<file path="src/rtl/sky130_fd_io__gpiovrefv2_ctrl_if.sv">
`default_nettype none
// ============================================================================
// Module      : sky130_fd_io__gpiovrefv2_ctrl_if
// Description : Configuration request/completion bundle for the vrefgen
//               control sequencer.
// Revision    : 1.0 - initial release
// ============================================================================
interface sky130_fd_io__gpiovrefv2_ctrl_if;
    logic       cfg_valid;
    logic [4:0] cfg_sel;
    logic       cfg_en;
    logic       cfg_ready;
    logic       cfg_done;
    logic       cfg_err;

    modport master (
        output cfg_valid, cfg_sel, cfg_en,
        input  cfg_ready, cfg_done, cfg_err
    );

    modport slave (
        input  cfg_valid, cfg_sel, cfg_en,
        output cfg_ready, cfg_done, cfg_err
    );
endinterface
`default_nettype wire

</file>
<file path="src/rtl/sky130_fd_io__gpiovrefv2_ctrl.sv">
`default_nettype none
// ============================================================================
// Module      : sky130_fd_io__gpiovrefv2_ctrl
// Description : Setup / latch-open / hold sequencer for the GPIO_OVTV2 vrefgen
//               latched controls. Optional startup wait is compiled in when
//               SKY130_FD_IO__GPIOVREFV2_CTRL_STARTUP_WAIT_EN is defined.
// Revision    : 1.0 - initial release
// ============================================================================
module sky130_fd_io__gpiovrefv2_ctrl #(
    parameter int unsigned SETUP_CYCLES   = 4,
    parameter int unsigned OPEN_CYCLES    = 4,
    parameter int unsigned HOLD_CYCLES    = 4,
    parameter int unsigned STARTUP_CYCLES = 2400,
    parameter int unsigned MAX_SEL        = 31
) (
    input  logic                                 clk,
    input  logic                                 reset,
    input  logic                                 enable_h,
    sky130_fd_io__gpiovrefv2_ctrl_if.slave       cfg,
    output logic [4:0]                           ref_sel,
    output logic                                 vrefgen_en,
    output logic                                 hld_h_n,
    output logic                                 vref_ready,
    output logic                                 busy
);

    localparam int unsigned c_MAX_SO  = (SETUP_CYCLES > OPEN_CYCLES) ? SETUP_CYCLES : OPEN_CYCLES;
    localparam int unsigned c_MAX_SOH = (c_MAX_SO > HOLD_CYCLES) ? c_MAX_SO : HOLD_CYCLES;
`ifdef SKY130_FD_IO__GPIOVREFV2_CTRL_STARTUP_WAIT_EN
    localparam int unsigned c_CNT_MAX = (c_MAX_SOH > STARTUP_CYCLES) ? c_MAX_SOH : STARTUP_CYCLES;
`else
    localparam int unsigned c_CNT_MAX = c_MAX_SOH;
`endif
    localparam int c_CNT_W = $clog2(c_CNT_MAX) + 1;

    localparam logic [c_CNT_W-1:0] c_SETUP_LD = c_CNT_W'(SETUP_CYCLES - 1);
    localparam logic [c_CNT_W-1:0] c_OPEN_LD  = c_CNT_W'(OPEN_CYCLES - 1);
    localparam logic [c_CNT_W-1:0] c_HOLD_LD  = c_CNT_W'(HOLD_CYCLES - 1);
`ifdef SKY130_FD_IO__GPIOVREFV2_CTRL_STARTUP_WAIT_EN
    localparam logic [c_CNT_W-1:0] c_SETTLE_LD = c_CNT_W'(STARTUP_CYCLES - 1);
`endif

    localparam logic [2:0] c_ST_IDLE   = 3'd0;
    localparam logic [2:0] c_ST_SETUP  = 3'd1;
    localparam logic [2:0] c_ST_OPEN   = 3'd2;
    localparam logic [2:0] c_ST_HOLD   = 3'd3;
`ifdef SKY130_FD_IO__GPIOVREFV2_CTRL_STARTUP_WAIT_EN
    localparam logic [2:0] c_ST_SETTLE = 3'd4;
`endif

    logic [2:0]         r_state;
    logic [c_CNT_W-1:0] r_cnt;
    logic [4:0]         r_ref_sel;
    logic               r_vrefgen_en;
    logic               r_hld_h_n;
    logic               r_vref_ready;
    logic               r_cfg_done;
    logic               r_cfg_err;
    logic               r_rej_pend;

    logic w_cfg_ready;
    logic w_sel_bad;
    logic w_cnt_zero;

    // A pending reject keeps the port closed until its done/err pulse appears.
    assign w_cfg_ready = (r_state == c_ST_IDLE) && enable_h && !reset && !r_rej_pend;
    assign w_sel_bad   = 32'(cfg.cfg_sel) > MAX_SEL;
    assign w_cnt_zero  = (r_cnt == '0);

    always_ff @(posedge clk) begin
        if (reset) begin
            r_state      <= c_ST_IDLE;
            r_cnt        <= '0;
            r_ref_sel    <= 5'd0;
            r_vrefgen_en <= 1'b0;
            r_hld_h_n    <= 1'b0;
            r_vref_ready <= 1'b0;
            r_cfg_done   <= 1'b0;
            r_cfg_err    <= 1'b0;
            r_rej_pend   <= 1'b0;
        end else begin
            r_cfg_done <= r_rej_pend;
            r_cfg_err  <= r_rej_pend;
            r_rej_pend <= 1'b0;

            if (!enable_h) begin
                // Shadow tracks the vrefgen latch, which is forced to zero.
                r_state      <= c_ST_IDLE;
                r_ref_sel    <= 5'd0;
                r_vrefgen_en <= 1'b0;
                r_hld_h_n    <= 1'b0;
                r_vref_ready <= 1'b0;
                if (r_state != c_ST_IDLE) begin
                    r_cfg_done <= 1'b1;
                    r_cfg_err  <= 1'b1;
                end
            end else begin
                case (r_state)
                    c_ST_IDLE: begin
                        if (cfg.cfg_valid && w_cfg_ready) begin
                            if (w_sel_bad) begin
                                r_rej_pend <= 1'b1;
                            end else begin
                                r_ref_sel    <= cfg.cfg_sel;
                                r_vrefgen_en <= cfg.cfg_en;
                                r_vref_ready <= 1'b0;
                                r_cnt        <= c_SETUP_LD;
                                r_state      <= c_ST_SETUP;
                            end
                        end
                    end
                    c_ST_SETUP: begin
                        if (w_cnt_zero) begin
                            r_hld_h_n <= 1'b1;
                            r_cnt     <= c_OPEN_LD;
                            r_state   <= c_ST_OPEN;
                        end else begin
                            r_cnt <= r_cnt - 1'b1;
                        end
                    end
                    c_ST_OPEN: begin
                        if (w_cnt_zero) begin
                            r_hld_h_n <= 1'b0;
                            r_cnt     <= c_HOLD_LD;
                            r_state   <= c_ST_HOLD;
                        end else begin
                            r_cnt <= r_cnt - 1'b1;
                        end
                    end
                    c_ST_HOLD: begin
                        if (w_cnt_zero) begin
`ifdef SKY130_FD_IO__GPIOVREFV2_CTRL_STARTUP_WAIT_EN
                            if (r_vrefgen_en) begin
                                r_cnt   <= c_SETTLE_LD;
                                r_state <= c_ST_SETTLE;
                            end else begin
                                r_cfg_done <= 1'b1;
                                r_state    <= c_ST_IDLE;
                            end
`else
                            r_cfg_done   <= 1'b1;
                            r_vref_ready <= r_vrefgen_en;
                            r_state      <= c_ST_IDLE;
`endif
                        end else begin
                            r_cnt <= r_cnt - 1'b1;
                        end
                    end
`ifdef SKY130_FD_IO__GPIOVREFV2_CTRL_STARTUP_WAIT_EN
                    c_ST_SETTLE: begin
                        if (w_cnt_zero) begin
                            r_cfg_done   <= 1'b1;
                            r_vref_ready <= 1'b1;
                            r_state      <= c_ST_IDLE;
                        end else begin
                            r_cnt <= r_cnt - 1'b1;
                        end
                    end
`endif
                    default: begin
                        r_hld_h_n <= 1'b0;
                        r_state   <= c_ST_IDLE;
                    end
                endcase
            end
        end
    end

    assign cfg.cfg_ready = w_cfg_ready;
    assign cfg.cfg_done  = r_cfg_done;
    assign cfg.cfg_err   = r_cfg_err;
    assign ref_sel       = r_ref_sel;
    assign vrefgen_en    = r_vrefgen_en;
    assign hld_h_n       = r_hld_h_n;
    assign vref_ready    = r_vref_ready;
    assign busy          = (r_state != c_ST_IDLE);

endmodule
`default_nettype wire

</file>
<file path="src/flat_wrapper.sv">
// flat-port wrapper written by rule: the top's interface ports become plain ports
module sky130_fd_io__gpiovrefv2_ctrl_flat 
#(
    parameter int unsigned SETUP_CYCLES   = 4,
    parameter int unsigned OPEN_CYCLES    = 4,
    parameter int unsigned HOLD_CYCLES    = 4,
    parameter int unsigned STARTUP_CYCLES = 2400,
    parameter int unsigned MAX_SEL        = 31
)
  (clk, reset, enable_h, ref_sel, vrefgen_en, hld_h_n, vref_ready, busy, cfg_cfg_valid, cfg_cfg_sel, cfg_cfg_en, cfg_cfg_ready, cfg_cfg_done, cfg_cfg_err);
  sky130_fd_io__gpiovrefv2_ctrl_if cfg_i ();
  input  logic clk;
  input  logic reset;
  input  logic enable_h;
  output logic [4:0] ref_sel;
  output logic vrefgen_en;
  output logic hld_h_n;
  output logic vref_ready;
  output logic busy;
  input wire logic [$bits(cfg_i.cfg_valid)-1:0] cfg_cfg_valid;
  input wire logic [$bits(cfg_i.cfg_sel)-1:0] cfg_cfg_sel;
  input wire logic [$bits(cfg_i.cfg_en)-1:0] cfg_cfg_en;
  output wire logic [$bits(cfg_i.cfg_ready)-1:0] cfg_cfg_ready;
  output wire logic [$bits(cfg_i.cfg_done)-1:0] cfg_cfg_done;
  output wire logic [$bits(cfg_i.cfg_err)-1:0] cfg_cfg_err;
  assign cfg_i.cfg_valid = cfg_cfg_valid;
  assign cfg_i.cfg_sel = cfg_cfg_sel;
  assign cfg_i.cfg_en = cfg_cfg_en;
  assign cfg_cfg_ready = cfg_i.cfg_ready;
  assign cfg_cfg_done = cfg_i.cfg_done;
  assign cfg_cfg_err = cfg_i.cfg_err;
  sky130_fd_io__gpiovrefv2_ctrl #(.SETUP_CYCLES(SETUP_CYCLES), .OPEN_CYCLES(OPEN_CYCLES), .HOLD_CYCLES(HOLD_CYCLES), .STARTUP_CYCLES(STARTUP_CYCLES), .MAX_SEL(MAX_SEL)) u_core (.clk(clk), .reset(reset), .enable_h(enable_h), .cfg(cfg_i), .ref_sel(ref_sel), .vrefgen_en(vrefgen_en), .hld_h_n(hld_h_n), .vref_ready(vref_ready), .busy(busy));
endmodule
</file>
<file path="config.mk">
export PLATFORM = sky130hd
export DESIGN_NAME = sky130_fd_io__gpiovrefv2_ctrl_flat
export DESIGN_NICKNAME = d
export VERILOG_FILES = /design/src/rtl/sky130_fd_io__gpiovrefv2_ctrl_if.sv /design/src/rtl/sky130_fd_io__gpiovrefv2_ctrl.sv /design/src/flat_wrapper.sv
export SDC_FILE = /design/constraint.sdc
export NUM_CORES = 1
export LEC_CHECK = 0
export CORE_MARGIN = 2
export CORE_UTILIZATION = 46
export CTS_CLUSTER_DIAMETER = 50
export DETAILED_ROUTE_END_ITERATION = 10
export PLACE_DENSITY = 0.78
export SYNTH_ARGS = -nofsm -noshare
export SYNTH_HDL_FRONTEND = slang
export SYNTH_SLANG_ARGS = --single-unit
</file>
<file path="constraint.sdc">
create_clock -name clk -period 2.4 [get_ports clk]
set_clock_uncertainty 0.15 [all_clocks]
set_input_delay 0.36 -clock clk [delete_from_list [all_inputs] [get_ports clk]]
set_output_delay 0.36 -clock clk [all_outputs]
set_load 0.005 [all_outputs]
</file>
### After elaboration in Yosys (flattened, before gate mapping)

Cells that the tools add are included.

* reduce and logical (&&, ||, !) cells: 18
* equal/unequal tests: 8
* muxes and demuxes: 19
* bitwise operators: 2
* add/subtract/negate cells: 1

Operators by type and width (number)
* $mux 3: 7
* $pmux 3 s4: 1
* $pmux 3 s3: 1
* $mux 1: 8
* $reduce_and 4->1: 2
* $reduce_or 2->1: 4
* $eq 3x2->1 const B: 2
* $logic_not 3->1: 2
* $ne 2x1->1 const B: 3
* $reduce_and 3->1: 2
* $reduce_bool 3->1: 2
* $ne 2x2->1 const B: 2
* $eq 3x1->1 const B: 1
* $logic_and 1x1->1: 3
* $pmux 1 s3: 1
* $sub 3x1->3 const B: 1
* $not 1->1: 2
* $pmux 1 s2: 1
* $reduce_and 2->1: 1
* $reduce_bool 2->1: 1
* $logic_not 1->1: 1

* output and inout bits: 12
* word-level logic and storage cells: 56
* bits in registers: 16
* input port bits: 10

### Longest topological paths before layout

* word-level depth: 6
* gate-level depth with buffers: 7
* depth with buffers taken out: 6

### Worst setup path after synthesis

No wires, ideal clock.

* path type: register -> register
* start: reg u_core.r_cnt[0]
* end: reg u_core.r_cnt[2]
* data required time: 2164 ps
* arrival time: 1448 ps
* path buffers: 1
* setup time: 86 ps
* period minus slack after synthesis: 1684 ps
* slack: 716 ps
* stages on the path, launching flop included: 8
* cells stage by stage: dfxtp_1 > inv_1 > ha_1 > nor2b_1 > buf_6 > a221oi_4 > a21oi_1 > a211oi_1

* cells in the longest elaborated chain, start to end: 3
* elaborated cells between the ends (all ways): 7
* those cells by class: add/sub (1); eq/ne (1); mux (3); reduce/logical (2)

RTL lines
* start: declaration: line sky130_fd_io__gpiovrefv2_ctrl.sv:52 `logic [c_CNT_W-1:0] r_cnt;`
* start signal: assignment: line sky130_fd_io__gpiovrefv2_ctrl.sv:107 `r_cnt <= c_SETUP_LD;`
* start signal: assignment: line sky130_fd_io__gpiovrefv2_ctrl.sv:115 `r_cnt <= c_OPEN_LD;`
* start signal: assignment: line sky130_fd_io__gpiovrefv2_ctrl.sv:118 `r_cnt <= r_cnt - 1'b1;`
* $sub 3x1->3 or $logic_not 3->1 (tied branches)
* $mux 3 (tied with other cells): line sky130_fd_io__gpiovrefv2_ctrl.sv:131 `if (w_cnt_zero) begin`
* $pmux 3 s3 or $reduce_and 4->1 (tied branches)

Parallel ways exist; a longest one is shown, timed or not. The select of a mux whose other input is x is not followed.
A chain may end at the register's enable or synchronous reset.

### Worst setup path in the final report

* start: reg u_core.r_state[0]
* end: out busy

* cells in the longest elaborated chain, start to end: 1

RTL lines
* start: declaration: line sky130_fd_io__gpiovrefv2_ctrl.sv:51 `logic [2:0] r_state;`
* start signal: assignment: line sky130_fd_io__gpiovrefv2_ctrl.sv:72 `r_state <= c_ST_IDLE;`
* start signal: assignment: line sky130_fd_io__gpiovrefv2_ctrl.sv:88 `r_state <= c_ST_IDLE;`
* start signal: assignment: line sky130_fd_io__gpiovrefv2_ctrl.sv:108 `r_state <= c_ST_SETUP;`
* $reduce_bool 3->1: line sky130_fd_io__gpiovrefv2_ctrl.sv:176 `assign busy = (r_state != c_ST_IDLE);`
* end: declaration: line flat_wrapper.sv:19 `output logic busy;`

Every way passes these cells.

==> reports/qor.yml <==
area_growth_pct: 32.8
synth.most_common_cell: "dfxtp_1"
finish.utilization_pct: 63.4
crit_family: "buffers and inverters"
p_switching_uw: 134
fin_cells: 135
power_leakage_uw: 0.000402
drc: 0
initial_core_util_pct: 47.8
fmax_ghz: 0.451
io_buffer_count: 21
wire_per_inst_um: 12.8
cp.arrival_ps: 1710
top_layer_used: "met4"
first_pass_iters: 4
htree_levels: 1
worstSetupPathDepth: 4
syn-cell-area_um2: 798
setup_viol: 0
crit_top_cell: "inv_1"
path_cells: "inv_1 > ha_1 > inv_1 > clkdlybuf4s50_1"
dp_hpwl_um: 1290
grt_pass1_vias: 656
grt_antenna_before_repair: 0
drt_iter0_drc: 12
grt_usage_pct: 19.0
slowest_stage: "clkdlybuf4s50_1"
fin_setup_tns_ps: 0
max_slew_margin_pct: 56.8
cts_hold_buf: 0
rsz0062_at_grt: "no"
core_um2: 1670
final_cell_area_um2: 1060
root_buffer: "clkbuf_4"
die_area_um2: 2080
swShare_pct: 26.9
cap_violations: 0
fp-row-count: 15
slew_violations: 0
tightest_slew_ps: 647
die_x_um: 45.7
wl_met1_um: 850
clock_latency_ps: 280
crit_type: "reg2out"
syn_inst: 93
path_max_fanout: 5
status: "finished clean"
hold_depth: 2
syn_area_per_cell_um2: 8.58
yosysSeqAreaShare_pct: 37.6
num_vias: 738
numClockSinks: 15
r2r_cells: 6
post_dp_cell_area_um2: 1030
grt_max_degree: 14
nNetsFinal: 136
cp-start-kind: "flop"
yosysTopAreaCell: "dfxtp_1"
p_int_uw: 365
cts_max_path_buffers: 2
avgViaCountPerCell: 5.47
synth_top_area_share_pct: 37.6
layout_min_cycle_time_ps: 2220
clkTransAtPathRegs_ps: 90
routed_wirelength_um: 1720
synth_cell_types: 29
required_ps: 1890
ys_top_cells_by_area: "dfxtp_1, ha_1, a21oi_1"
cts_inserted_buffers: 3
share_comb_of_total_power_pct: 18.3
drtAntennaViolNets: 0
async_reset_ff_share_pct: 0
ys.flop_type: "dfxtp_1"
synth_nets: 110
hp-class: "reg2reg"
drive_above_1_share_pct: 11.0
gp_congestion: 0.837
num_io_pins: 22
min_period_over_period_pct: 92.3
cpPeakStageDelay_ps: 530
peakVddDrop_mv: 0.367
synthTopCellsByCount: "dfxtp_1, a21oi_1, nand2_1"
post-cts-setup-buffers: 0
met3WireLength_um: 59
wl_met2_um: 774
antenna_cells: 0
ys_warn_count: 0
die_y_um: 45.7
ys_seq_elements: 15
seqPwrFrac_pct: 52.3
synth_edf_count: 0
overflow: 0
crit_buf_inv: 3
final_hold_viol_count: 0
clockPowerShare_pct: 29.5
place_inst: 131
cts-resized-gates: 0
grt_pass1_wl_um: 2810
tritoncts: "built"
powerDensity_nw_per_um2: 471
worst_setup_path_end_kind: "primary output"
==> placed cells by master, fill, tap and decap left out, drive strengths merged, types with 2 or more instances in the layout <==
master         count
nand2             10
nor3               3
a211oi             2
mux2i              2
buf                4
clkbuf             3
dfxtp             15
nand3              6
nor2               7
o21ai              4
clkdlybuf4s50     21
nor2b              2
ha                 7
inv                8
a21oi             10
==> power by group through the flow <==
stage | Clock, uW | Combinational (uW) | Sequential (uW)
6_report | 147 | 91.2 | 261
5_1_grt | 165 | 100 | 262
4_1_cts | 147 | 91.7 | 261
3_5_place_dp | 0 | 91.1 | 267
3_3_place_gp | 0 | 89.0 | 266
2_1_floorplan | 0 | 54.7 | 266
==> per-stage QoR <==
step                power (uW)  hold slack [ps]  setup WS, ps
finish                     499              316           185
global route               527              334          90.9
detailed placement         358              301           236
CTS                        499              315           181
global placement           355              293           271
floorplan                  321              282           716
==> flip-flops by register name (all words and copies together), names as in the netlist <==
signal               count
u_core.vref_ready        1
u_core.cfg.cfg_done      1
u_core.cfg.cfg_err       1
u_core.ref_sel           5
u_core.r_cnt             3
u_core.r_state           2
u_core.hld_h_n           1
u_core.vrefgen_en        1
==> routing by layer <==
metal,vias to the layer above,GRT usage (%)
met5,-,0
met4,0,8.82
met3,5,4.76
met2,16,29.9
met1,339,24.1
li1,378,-
==> cell families after synthesis <==
kind of cell | Yosys count | share of synthesized area (%)
DFF | 15 | 37.6
muxes | 2 | 2.51
and+or+nand+nor | 31 | 18.0
adders and majority gates | 7 | 11.0
buffers and inverters | 12 | 7.21
AOI/OAI and AO/OA | 26 | 23.7
==> final timing paths <==
kind,slack (ps),endpoint,startpoint
setup / recovery,180,busy,u_core.r_state[0]$_SDFFE_PP0P_
hold / removal,320,u_core.ref_sel[1]$_SDFFE_PP0P_,u_core.ref_sel[1]$_SDFFE_PP0P_
setup reg to reg,390,u_core.r_state[0]$_SDFFE_PP0P_,u_core.r_cnt[0]$_SDFFE_PP0P_
hold reg to reg,320,u_core.ref_sel[1]$_SDFFE_PP0P_,u_core.ref_sel[1]$_SDFFE_PP0P_
==> cell type report <==
class	instances	area (um^2)
fillers	138	611
flip-flops and latches	15	300
clock buffers	3	22.5
multi-input cells	66	440
clock inverters	1	5.00
repair buffers	25	240
inverters	8	30.0
well taps	17	21.3
==> worst reg2reg max path, stage by stage (launching register included) <==
cell       delay (ps)
dfxtp_1           340
inv_1              90
ha_1              160
nor2b_1           540
a2bb2oi_1         360
mux2i_1           230
nor2_1             50
No activity file was read; power rests on OpenSTA's default activity.
